===== config.mk =====
export PLATFORM = sky130hd
export DESIGN_NAME = exu_oitf
export DESIGN_NICKNAME = d
export VERILOG_FILES = /design/src/rtl/exu_oitf.sv
export SDC_FILE = /design/constraint.sdc
export NUM_CORES = 1
export LEC_CHECK = 0
export ABC_CLOCK_PERIOD_IN_PS = 3300
export BUFFER_PORTS_ARGS = -buffer_cell sky130_fd_sc_hd__buf_2
export CORE_ASPECT_RATIO = 0.5
export CORE_MARGIN = 2
export CORE_UTILIZATION = 40
export DETAILED_ROUTE_END_ITERATION = 6
export HOLD_SLACK_MARGIN = 0.02
export PLACE_DENSITY = 0.64
export SYNTH_ARGS = -nofsm -noshare
export SYNTH_HDL_FRONTEND = slang
export SYNTH_SLANG_ARGS = --single-unit

===== constraint.sdc =====
create_clock -name clk -period 3.3 [get_ports clk]
set_clock_uncertainty 0.05 [all_clocks]
set_input_delay 0.66 -clock clk [delete_from_list [all_inputs] [get_ports clk]]
set_output_delay 0.66 -clock clk [all_outputs]
set_load 0.1 [all_outputs]

===== src/rtl/exu_oitf.sv =====
// -----------------------------------------------------------------------------
// exu_oitf -- Outstanding Instruction Track FIFO
//
// Records every long-pipe instruction (load/store, mul/div) in program order
// at dispatch and retires it in order at long-pipe write-back. From that
// record it tells the dispatch stage about RAW/WAW hazards, the itag the next
// allocation will receive, whether an entry is free and whether the FIFO is
// empty.
//
// Configuration macro:
//   OITF_WAW_DEP_EN  defined   -> oitfrd_match_disprd reports WAW hits on rd
//                    undefined -> oitfrd_match_disprd tied to 0, no compare
//
// Ports:
//   clk, rst                 clock, synchronous active-high reset
//   dis_ena                  allocate an entry for the dispatched instruction
//   dis_ready                an entry is free (state only, no path from *_ena)
//   dis_ptr                  entry index the next allocation takes (itag)
//   disp_rs1en/rs2en/rdwen   operand / destination enables at dispatch
//   disp_rs1idx/rs2idx/rdidx register indices at dispatch
//   oitfrd_match_disprs1/2   RAW hit on rs1 / rs2
//   oitfrd_match_disprd      WAW hit on rd
//   ret_ena                  oldest entry has written back; pop it
//   ret_ptr                  index of the oldest entry
//   ret_rdwen, ret_rdidx     destination info of the oldest entry (0 if empty)
//   oitf_empty               no outstanding entries
// -----------------------------------------------------------------------------
`ifndef RFIDX_WIDTH
`define RFIDX_WIDTH 5
`endif
`ifndef ITAG_WIDTH
`define ITAG_WIDTH 1
`endif

module exu_oitf #(
   parameter int OITF_DEPTH = 2,
   parameter int OITF_PTR_W = 1
) (
   input  logic                    clk,
   input  logic                    rst,
   input  logic                    dis_ena,
   output logic                    dis_ready,
   output logic [OITF_PTR_W-1:0]   dis_ptr,
   input  logic                    disp_rs1en,
   input  logic                    disp_rs2en,
   input  logic                    disp_rdwen,
   input  logic [`RFIDX_WIDTH-1:0] disp_rs1idx,
   input  logic [`RFIDX_WIDTH-1:0] disp_rs2idx,
   input  logic [`RFIDX_WIDTH-1:0] disp_rdidx,
   output logic                    oitfrd_match_disprs1,
   output logic                    oitfrd_match_disprs2,
   output logic                    oitfrd_match_disprd,
   input  logic                    ret_ena,
   output logic [OITF_PTR_W-1:0]   ret_ptr,
   output logic                    ret_rdwen,
   output logic [`RFIDX_WIDTH-1:0] ret_rdidx,
   output logic                    oitf_empty
);

   localparam logic [OITF_PTR_W-1:0] PTR_MAX = OITF_PTR_W'(OITF_DEPTH - 1);

   logic [OITF_PTR_W-1:0]   alc_ptr_reg, rt_ptr_reg;
   logic                    alc_flg_reg, rt_flg_reg;
   logic [OITF_DEPTH-1:0]   vld_reg;
   logic [OITF_DEPTH-1:0]   rdwen_reg;
   logic [`RFIDX_WIDTH-1:0] rdidx_reg [OITF_DEPTH];

   logic full, empty, alc_fire, ret_fire;

   // Equal pointers: the wrap flags tell a full FIFO from an empty one.
   assign full     = (alc_ptr_reg == rt_ptr_reg) & (alc_flg_reg != rt_flg_reg);
   assign empty    = (alc_ptr_reg == rt_ptr_reg) & (alc_flg_reg == rt_flg_reg);
   assign alc_fire = dis_ena & ~full;
   assign ret_fire = ret_ena & ~empty;

   assign dis_ready  = ~full;
   assign oitf_empty = empty;
   assign dis_ptr    = alc_ptr_reg;
   assign ret_ptr    = rt_ptr_reg;
   assign ret_rdwen  = empty ? 1'b0 : rdwen_reg[rt_ptr_reg];
   assign ret_rdidx  = empty ? '0 : rdidx_reg[rt_ptr_reg];

   always_ff @(posedge clk) begin
      if (rst) begin
         alc_ptr_reg <= '0;
         alc_flg_reg <= 1'b0;
         rt_ptr_reg  <= '0;
         rt_flg_reg  <= 1'b0;
      end else begin
         if (alc_fire) begin
            alc_ptr_reg <= alc_ptr_reg + 1'b1;
            if (alc_ptr_reg == PTR_MAX) alc_flg_reg <= ~alc_flg_reg;
         end
         if (ret_fire) begin
            rt_ptr_reg <= rt_ptr_reg + 1'b1;
            if (rt_ptr_reg == PTR_MAX) rt_flg_reg <= ~rt_flg_reg;
         end
      end
   end

   logic [OITF_DEPTH-1:0] hit_rs1, hit_rs2, hit_rd;

   genvar gi;
   generate
      for (gi = 0; gi < OITF_DEPTH; gi++) begin : g_entry
         // Allocate and retire never address the same entry in one cycle:
         // equal pointers mean full (no alloc) or empty (no retire).
         always_ff @(posedge clk) begin
            if (rst) begin
               vld_reg[gi]   <= 1'b0;
               rdwen_reg[gi] <= 1'b0;
               rdidx_reg[gi] <= '0;
            end else if (alc_fire && (alc_ptr_reg == OITF_PTR_W'(gi))) begin
               vld_reg[gi]   <= 1'b1;
               rdwen_reg[gi] <= disp_rdwen;
               rdidx_reg[gi] <= disp_rdidx;
            end else if (ret_fire && (rt_ptr_reg == OITF_PTR_W'(gi))) begin
               vld_reg[gi]   <= 1'b0;
            end
         end

         assign hit_rs1[gi] = vld_reg[gi] & rdwen_reg[gi] & (rdidx_reg[gi] == disp_rs1idx);
         assign hit_rs2[gi] = vld_reg[gi] & rdwen_reg[gi] & (rdidx_reg[gi] == disp_rs2idx);
`ifdef OITF_WAW_DEP_EN
         assign hit_rd[gi]  = vld_reg[gi] & rdwen_reg[gi] & (rdidx_reg[gi] == disp_rdidx);
`else
         assign hit_rd[gi]  = 1'b0;
`endif
      end
   endgenerate

   // x0 is hard-wired zero, so it never carries a dependency.
   assign oitfrd_match_disprs1 = (|hit_rs1) & disp_rs1en & (disp_rs1idx != '0);
   assign oitfrd_match_disprs2 = (|hit_rs2) & disp_rs2en & (disp_rs2idx != '0);
`ifdef OITF_WAW_DEP_EN
   assign oitfrd_match_disprd  = (|hit_rd) & disp_rdwen & (disp_rdidx != '0);
`else
   assign oitfrd_match_disprd  = 1'b0 & (|hit_rd);
`endif

`ifndef SYNTHESIS
   // Protocol checks: these events are ignored by the FIFO but indicate a
   // misbehaving neighbour.
   always @(posedge clk) begin
      if (!rst) begin
         assert (!(dis_ena && full)) else $warning("exu_oitf: dis_ena while full ignored");
         assert (!(ret_ena && empty)) else $warning("exu_oitf: ret_ena while empty ignored");
      end
   end
`endif

endmodule


==> impl_metrics.toml <==
[status]
status = "finished, final reports clean"

[place]
place_area_um2 = 1360
post-place-ws_ns = 0.670
io_buffers = 33
placed_cells = 180
hpwl_um = 1920
place.gp.congestion = 0.773

[final_layout]
drive_above_1_share = 0.299
n_antenna_cell = 0
largest_reg_flops = 10
stdcell_count = 184
seq_area_um2 = 480
fin_area_um2 = 1410
nNetsFinal = 172
multi_input_area_um2 = 659
fillers = 258
area_growth_pct = 21.9
utilization = 0.527

[sta]
period_minus_slack_ns = 2.63
rsz0062_at_grt = "false"
setup_slack_ns = 0.669
final_hold_viol_count = 0
slew_violations = 0
post-route-period-util = 0.797
setup_violations = 0
clock.fmax_mhz = 380
worst_pin_slew_ns = 0.510
relSlewSlack = 0.660

[setup_path]
path_class = "input pin to primary output"
crit_chain = "buf_2 > xor2_1 > nor4_1 > nand4_1 > a21oi_2 > buf_2"
cp-endpoint = "oitfrd_match_disprs1"
worstReg2RegEnd = "rdidx_reg[0][4]"
start_kind = "input pin"
crit_required_ns = 2.59
crit_path_top_delay_cell = "buf_2"
slowest_delay_ns = 0.43
reg2reg_slack_ns = 1.45
arrival_ns = 1.92
critPathMaxFanout = 3
crit_top_cell = "buf_2"
r2r_cells = 3
r2r_start = "dis_ptr"
critPathLaunch = "disp_rs1idx[0]"
end_kind = "primary output"

[routing]
wl_per_cell_um = 13.3
drtIter0Drc = 5
vias = 886
vias_per_cell = 4.82
drc = 0
final_antenna_net_count = 0
drt_wl_total_um = 2450
first_pass_iters = 4

[clock_tree]
clockBufferDepth = 2
h-tree-depth = 1
path_clk_slew_ns = 0.07
clk_latency_ns = 0.26
hold_buffers = 0
clock_sinks = 19
cts_root_buf = "clkbuf_8"
cts_resized = 0
post_cts_buffers = 0
cts_tree = "built"
cts_made_buffers = 3

[synth]
async_reset_ff_frac = 0
synth_edf_count = 10
synth-seq-cells = 19
synth.largest_area_cell = "edfxtp_1"
synthCells = 114
ys_top_cells_by_area = "edfxtp_1 (26%), dfxtp_1 (16%), xor2_1 (14%), mux2i_1 (6.1%), and2_1 (5.4%)"
synthesis.area_um2 = 1150
yosys_warnings = 0
yosys.cell_types.count = 28
synth_common_cells = "xor2_1 (19), nor2_1 (15), and2_1 (10), edfxtp_1 (10), dfxtp_1 (9)"
syn_area_per_cell_um2 = 10.1
synth_fp_nets = 138
netlist.area_leader.share = 0.261
ys_seq_area_frac = 0.417
synth.most_common_cell = "xor2_1"
synth_ff_type = "edfxtp_1"

[floorplanning]
placementRows = 13
fp.dieH_um = 42.0
io_pins = 35
dieArea_um2 = 3350
die_width_um = 79.9
core_um2 = 2670
initial_core_util = 0.432

[power_and_ir_drop]
p_leak_nw = 0.630
peakVddDrop_v = 0.000437
totalPowerFinal_w = 0.00117
power_density_nw_per_um2 = 829

[grt]
grt_remaining_overflow = 0
grt_pass1_wl_um = 3950
antenna_found_initial = 0
grt_usage = 0.157
grt_pass1_vias = 855
grt_start_max_net_pins = 14

[job]
drv_cap = 0

[hold_path]
hp-class = "flop to flop"
-- metal layers --
metal  GRT usage  wire [um]  up-vias
met5           0          0        -
met4      0.0407         27        0
met3      0.0391        123        4
met2       0.245       1050       24
met1       0.217       1250      400
li1            -          -      458
-- critical path, delay by kind of cell --
kind / cells / cell delay [ns]
simple gates: 2 / 0.42
compound gates: 1 / 0.14
buf+inv: 2 / 0.55
xor+xnor: 1 / 0.14
-- power by group --
group	leakage [nW]	total, W	switching [W]	internal [W]
clock	0.0255	0.000161	0.0000770	0.0000839
sequential	0.180	0.000367	0.0000696	0.000298
combinational	0.424	0.000637	0.000491	0.000146
total	0.630	0.00117	0.000638	0.000528
-- layout make-up --
| type | count | share of cell area |
|---|---|---|
| inverters | 2 | 0.00534 |
| multi-input cells | 89 | 0.469 |
| well taps | 37 | 0.0329 |
| repair buffers | 33 | 0.118 |
| clock buffers | 3 | 0.0294 |
| clock inverters | 1 | 0.00356 |
| flip-flops and latches | 19 | 0.342 |
-- layout by cell type, fill, tap and decap left out, types with 3 or more instances in the layout --
cell type	instances
and2_1	10
buf_2	33
clkbuf_8	3
dfxtp_1	9
edfxtp_1	10
mux2i_1	7
nand4_1	4
nor2_1	14
nor4_1	4
o21ai_0	4
xnor2_1	7
xor2_1	19
-- worst min path at each step --
stage	end	slack, ns	startpoint	depth (start not counted)
after floorplan	vld_reg[1]	0.40	vld_reg[1]	1
after global placement	vld_reg[0]	0.47	vld_reg[0]	1
after detailed placement	vld_reg[0]	0.48	vld_reg[0]	1
after CTS	vld_reg[0]	0.49	vld_reg[0]	1
after global routing	vld_reg[0]	0.53	vld_reg[0]	1
final	vld_reg[0]	0.49	vld_reg[0]	1
-- cells by family after synthesis --
logic type      share of synthesized area
simple gates                        0.198
xor+xnor                            0.212
flops                               0.417
compound gates                     0.0641
mux                                0.0608
buf+inv                            0.0239
fa+ha+maj                          0.0217
other cells                       0.00325
-- metrics by stage --
| stage | hold slack, ns | TNS [ns] |
|---|---|---|
| 2_1_floorplan | 0.398 | -2.70 |
| 6_report | 0.491 | 0 |
| 3_5_place_dp | 0.478 | 0 |
| 5_1_grt | 0.525 | 0 |
| 4_1_cts | 0.494 | 0 |
| 3_3_place_gp | 0.473 | 0 |
Power figures use the tool's default switching activity.
